<file path="config.mk">
export PLATFORM = sky130hd
export DESIGN_NAME = battle_turn_control
export DESIGN_NICKNAME = d
export VERILOG_FILES = /design/src/rtl/battle_turn_control_pkg.sv /design/src/rtl/battle_turn_control_wait_timer.sv /design/src/rtl/battle_turn_control.sv
export SDC_FILE = /design/constraint.sdc
export NUM_CORES = 1
export LEC_CHECK = 0
export BUFFER_PORTS_ARGS = -buffer_cell sky130_fd_sc_hd__buf_2
export CORE_MARGIN = 5
export CORE_UTILIZATION = 56
export DETAILED_ROUTE_END_ITERATION = 16
export GPL_TIMING_DRIVEN = 0
export PLACE_DENSITY_LB_ADDON = 0.25
export SLEW_MARGIN = 0
export SYNTH_ARGS = -nofsm -noshare
export SYNTH_HDL_FRONTEND = slang
export SYNTH_HIERARCHICAL = 1
export SYNTH_SLANG_ARGS = --single-unit
</file>
<file path="constraint.sdc">
create_clock -name clock -period 3.4 [get_ports clock]
set_clock_uncertainty 0.05 [all_clocks]
set_input_delay 0.68 -clock clock [delete_from_list [all_inputs] [get_ports clock]]
set_output_delay 0.68 -clock clock [all_outputs]
set_load 0.01 [all_outputs]
</file>
<file path="src/rtl/battle_turn_control_pkg.sv">
// Shared battle definitions: turn FSM state encoding, target side encoding,
// default wait-state timeout and the saturating turn counter helper.
package battle_turn_control_pkg;

    typedef enum logic [3:0] {
        ST_IDLE   = 4'd0,
        ST_LOAD   = 4'd1,
        ST_DAMAGE = 4'd2,
        ST_SETTLE = 4'd3,
        ST_DECR   = 4'd4,
        ST_DRAW   = 4'd5,
        ST_CHECK  = 4'd6,
        ST_OVER   = 4'd7,
        ST_FAULT  = 4'd8
    } state_t;

    typedef enum logic {
        SIDE_MEOWTH = 1'b0,
        SIDE_PLAYER = 1'b1
    } side_t;

    localparam int unsigned TIMEOUT_CYCLES_DEFAULT = 65535;
    localparam logic [7:0]  TURN_COUNT_MAX         = 8'd255;

    function automatic logic [7:0] sat_inc8(input logic [7:0] v);
        return (v == TURN_COUNT_MAX) ? v : v + 8'd1;
    endfunction

endpackage

</file>
<file path="src/rtl/battle_turn_control_wait_timer.sv">
// 16-bit wait-state counter: cleared by i_clear, counts while i_run, and
// flags o_expired once the count has reached LIMIT.
module wait_timer #(
    parameter logic [15:0] LIMIT = 16'd65534
) (
    input  logic i_clock,
    input  logic i_reset,
    input  logic i_clear,
    input  logic i_run,
    output logic o_expired
);

    logic [15:0] r_count;

    // Saturates so a stalled run can never wrap back below LIMIT.
    always_ff @(posedge i_clock or posedge i_reset) begin
        if (i_reset) begin
            r_count <= '0;
        end else if (i_clear) begin
            r_count <= '0;
        end else if (i_run && (r_count != 16'hFFFF)) begin
            r_count <= r_count + 16'd1;
        end
    end

    assign o_expired = (r_count >= LIMIT);

endmodule

</file>
<file path="src/rtl/battle_turn_control.sv">
// Turn sequencer for the damage datapath: steps HP load, damage, settle,
// x-decrement and white-bar draw, then alternates the target side.
module battle_turn_control
    import battle_turn_control_pkg::*;
#(
    parameter int unsigned TIMEOUT_CYCLES = TIMEOUT_CYCLES_DEFAULT
) (
    input  logic       clock,
    input  logic       reset,
    input  logic       go,
    input  logic       done_decrement,
    input  logic       done_damage,
    input  logic       game_over,
    output logic       enable_HP_calc,
    output logic       enable_DMG_calc,
    output logic       enable_decrement_control,
    output logic       enable_draw_decrease,
    output logic       target,
    output logic       busy,
    output logic       turn_done,
    output logic       game_end,
    output logic       fault,
    output logic [7:0] turn_count,
    output logic [3:0] dbg_state
);

    localparam logic [15:0] LP_TIMER_LIMIT = 16'(TIMEOUT_CYCLES - 1);

    state_t     r_state;
    state_t     w_next;
    side_t      r_target;
    logic       r_go_seen;
    logic       r_en_hp;
    logic       r_en_dmg;
    logic       r_en_decr;
    logic       r_en_draw;
    logic       r_busy;
    logic       r_turn_done;
    logic       r_game_end;
    logic       r_fault;
    logic [7:0] r_turn_count;
    logic       w_in_wait;
    logic       w_timer_clear;
    logic       w_expired;

    // Done handshake: the datapath holds its done high until we drop the
    // matching enable; the done is accepted on the edge it is sampled high in
    // its own wait state, the enable falls on that edge, and the datapath then
    // clears the done. A done outside its wait state is ignored.
    always_comb begin
        w_next = r_state;
        case (r_state)
            ST_IDLE:   if (go) w_next = ST_LOAD;
            ST_LOAD:   w_next = ST_DAMAGE;
            ST_DAMAGE: w_next = ST_SETTLE;
            ST_SETTLE: w_next = ST_DECR;
            ST_DECR: begin
                if (done_decrement)  w_next = ST_DRAW;
                else if (w_expired)  w_next = ST_FAULT;
            end
            ST_DRAW: begin
                if (done_damage)     w_next = ST_CHECK;
                else if (w_expired)  w_next = ST_FAULT;
            end
            ST_CHECK:  w_next = r_go_seen ? ST_OVER : ST_IDLE;
            ST_OVER:   w_next = ST_OVER;
            ST_FAULT:  w_next = ST_FAULT;
            default:   w_next = ST_FAULT;
        endcase
    end

    assign w_in_wait     = (r_state == ST_DECR) || (r_state == ST_DRAW);
    assign w_timer_clear = !w_in_wait || ((r_state == ST_DECR) && done_decrement);

    wait_timer #(
        .LIMIT (LP_TIMER_LIMIT)
    ) u_wait_timer (
        .i_clock   (clock),
        .i_reset   (reset),
        .i_clear   (w_timer_clear),
        .i_run     (w_in_wait),
        .o_expired (w_expired)
    );

    // Outputs are registered from the next state so they line up with it.
    always_ff @(posedge clock or posedge reset) begin
        if (reset) begin
            r_state      <= ST_IDLE;
            r_target     <= SIDE_MEOWTH;
            r_go_seen    <= 1'b0;
            r_en_hp      <= 1'b0;
            r_en_dmg     <= 1'b0;
            r_en_decr    <= 1'b0;
            r_en_draw    <= 1'b0;
            r_busy       <= 1'b0;
            r_turn_done  <= 1'b0;
            r_game_end   <= 1'b0;
            r_fault      <= 1'b0;
            r_turn_count <= 8'd0;
        end else begin
            r_state     <= w_next;
            r_en_hp     <= (w_next == ST_LOAD);
            r_en_dmg    <= (w_next == ST_DAMAGE);
            r_en_decr   <= (w_next == ST_DECR);
            r_en_draw   <= (w_next == ST_DRAW);
            r_busy      <= (w_next != ST_IDLE);
            r_game_end  <= (w_next == ST_OVER);
            r_fault     <= (w_next == ST_FAULT);
            r_turn_done <= (r_state == ST_CHECK) && (w_next == ST_IDLE);

            if ((r_state == ST_IDLE) && (w_next == ST_LOAD)) begin
                r_go_seen <= 1'b0;
            end else if ((r_state != ST_IDLE) && game_over) begin
                r_go_seen <= 1'b1;
            end

            if ((r_state == ST_CHECK) && (w_next == ST_IDLE)) begin
                r_target     <= (r_target == SIDE_MEOWTH) ? SIDE_PLAYER : SIDE_MEOWTH;
                r_turn_count <= sat_inc8(r_turn_count);
            end
        end
    end

    assign enable_HP_calc           = r_en_hp;
    assign enable_DMG_calc          = r_en_dmg;
    assign enable_decrement_control = r_en_decr;
    assign enable_draw_decrease     = r_en_draw;
    assign target                   = r_target;
    assign busy                     = r_busy;
    assign turn_done                = r_turn_done;
    assign game_end                 = r_game_end;
    assign fault                    = r_fault;
    assign turn_count               = r_turn_count;
    assign dbg_state                = r_state;

endmodule

</file>
==> qor.yml <==
sta:
  worstMarginPinSlew_ns: 0.810
  final-max-slew-violation-count: 0
  fmax_mhz: 345
  slew_headroom_pct: 45.9
  period_minus_slack_ns: 2.90
  final-setup-viol-count: 0
  hold_violations: 0
  fin_crit_sh_pct: 85.4
  setup_tns_ns: 0
  rsz0062_at_grt: "no"
power_and_ir_drop:
  p_total_mw: 1.24
  power.density_mw_per_mm2: 567
  vdd_ir_drop_max_uv: 437
  total_leakage_power_nw: 1.03
worst_setup_path:
  slowest_delay_ns: 0.51
  endpoint_kind: "flop"
  cp_num_buf_inv: 1
  path_cells: "nand4_1, nor3_1, clkbuf_1, o211a_1, or3b_1, a211o_1, o31ai_1, or4b_1"
  slowest_stage: "or4b_1"
  worst-path-max-fanout: 10
  cp.arrival_ns: 3.08
  crit_required_ns: 3.58
  path_class: "reg2reg"
  cp_top_family: "simple AND/OR/NAND/NOR gates"
  start_kind: "flop"
cts:
  cts-resized-gates: 0
  cts_buffers: 5
  clkLatencyLatePin_ns: 0.35
  cts-root-buf: "clkbuf_4"
  path_clk_slew_ns: 0.11
  clock_path_buffers: 2
  clock-sinks: 38
  cts_tree: "done"
  cts_max_level: 2
  cts_hold_buf: 0
  post_cts_buffers: 0
logic_synthesis:
  ys_types: 52
  ys.warnings.count: 6
  seq_area_frac_synth_pct: 49.2
  synth-edff-count: 0
  synth-seq-cells: 38
  synth-async-reset-ratio_pct: 100
  syn_nets: 192
  ys.flop_type: "dfrtp_1"
  synthesis.instances: 183
  syn_avg_cell_area_um2: 10.6
  netlist_area_mm2: 0.00193
die:
  die-width_um: 68.8
  core-area_mm2: 0.00334
  rows: 21
  dieArea_mm2: 0.00473
  pin_count: 27
  initial_core_util_pct: 58.0
  die_y_um: 68.8
global_route:
  grt.total_usage_pct: 20.4
  grt_start_max_net_pins: 23
  grt_pass1_vias: 1552
  antenna_found_initial: 0
  gr-total-overflow: 0
  grt_pass1_wl_mm: 7.03
drt:
  route.met2.wl_mm: 2.11
  drc: 0
  topRoutingLayerUsed: "met4"
  wl_per_cell_um: 16.1
  wirelength_mm: 4.23
  antenna_left: 0
  wl_met3_um: 179
  dr.pass1.iters: 4
  viasPerCell: 6.14
  met1Wirelength_mm: 1.87
  vias: 1615
  drt-initial-drc-count: 137
placed_design:
  place_congestion: 0.930
  io_buffers: 26
  dp_hpwl_mm: 3.13
layout:
  diodes: 0
  drive_above_1_share_pct: 23.5
  area_growth_pct: 13.0
  fin_nets: 225
hold_path:
  hold_class: "in2async"
flow_run:
  cap_violations: 0
outcome:
  status: "completed"
-- area by class of cell --
| class | count | area, um^2 |
|---|---|---|
| Fill cell | 285 | 1150 |
| Sequential cell | 38 | 951 |
| Multi-Input combinational cell | 131 | 908 |
| Timing Repair Buffer | 26 | 130 |
| Tap cell | 46 | 57.6 |
| Clock buffer | 6 | 51.3 |
| Buffer | 5 | 41.3 |
| Inverter | 9 | 33.8 |
| Clock inverter | 2 | 12.5 |
-- logic make-up (layout without fill, tap and decap cells) --
| family | count (synthesis) | in the layout | share of synthesized area [%] |
|---|---|---|---|
| AOI/OAI and AO/OA | 43 | 43 | 16.0 |
| muxes | 3 | 3 | 1.68 |
| adders and majority gates | 3 | 3 | 1.94 |
| DFF | 38 | 38 | 49.2 |
| buffers and inverters | 14 | 48 | 3.88 |
| and+or+nand+nor | 74 | 74 | 23.7 |
| xor gates and xnor gates | 8 | 8 | 3.62 |
-- state kept, by name, indices dropped and copies added, names as in the netlist --
signal	count
u_wait_timer/r_count	16
turn_count	8
dbg_state	4
busy	1
enable_DMG_calc	1
enable_HP_calc	1
enable_decrement_control	1
enable_draw_decrease	1
fault	1
game_end	1
r_go_seen	1
target	1
turn_done	1
-- path summary, 6_finish.rpt --
path	from	end	slack, ns	cells after the start
hold / removal	reset	u_wait_timer/r_count[1]	0.36	2
max in group asynchronous	reset	dbg_state[1]	2.36	2
setup reg to reg	u_wait_timer/r_count[6]	busy	0.50	8
hold reg to reg	target	target	0.42	1
setup / recovery	u_wait_timer/r_count[6]	busy	0.50	8
min in group clock	target	target	0.42	1
-- cells in the final DEF (no fill, tap or decap), drive strengths merged, types with 4 or more instances in the layout --
| cell | netlist | routed |
|---|---|---|
| nand4 | 6 | 6 |
| xor2 | 5 | 5 |
| nand2b | 4 | 4 |
| or4 | 7 | 7 |
| inv | 9 | 9 |
| and3 | 4 | 4 |
| a21oi | 13 | 13 |
| nor2 | 11 | 11 |
| clkbuf | 2 | 8 |
| nor4 | 6 | 6 |
| nand3 | 7 | 7 |
| buf | 3 | 29 |
| o31ai | 7 | 7 |
| dfrtp | 38 | 38 |
| nand2 | 12 | 12 |
| nor3 | 4 | 4 |
-- cells in the mapped netlist, drive strengths merged (3+ instances only) --
cell / n / share of area, %
a21oi: 13 / 3.4
dfrtp: 38 / 49
o31ai: 7 / 2.7
nor3: 4 / 1.0
inv: 9 / 1.7
nor4: 6 / 1.9
nand3: 7 / 1.8
or4: 7 / 3.0
nand4: 6 / 2.7
buf: 3 / 1.7
o41ai: 3 / 1.4
xor2: 5 / 2.3
and3: 4 / 1.4
and2: 3 / 0.97
o211ai: 3 / 1.2
nand2b: 4 / 1.7
nand2: 12 / 2.3
xnor2: 3 / 1.4
nor2: 11 / 2.1
ha: 3 / 1.9
-- metal layers --
metal | global-route usage (%) | up-vias
met2 | 33.1 | 60
met5 | 0 | -
li1 | - | 763
met4 | 9.49 | 0
met1 | 24.9 | 782
met3 | 5.83 | 10
-- power breakdown --
group	switching [mW]	total [mW]	leakage, nW	internal [mW]
clock	0.149	0.248	0.0343	0.0994
combinational	0.250	0.423	0.494	0.174
sequential	0.0499	0.567	0.507	0.517
-- per-stage QoR --
step           hold WS, ns  worst slack, ns  utilization, %  area, um^2  instances
3_5_place_dp         0.402            0.578            63.6        2120        255
4_1_cts              0.370            0.552            65.5        2190        263
5_1_grt              0.378            0.355            65.5        2190        263
2_1_floorplan        0.412             1.02               -        1930        183
6_report             0.362            0.497            65.5        2190        263
3_3_place_gp         0.403            0.679            63.6        2120        255
Power figures use the tool's default switching activity.
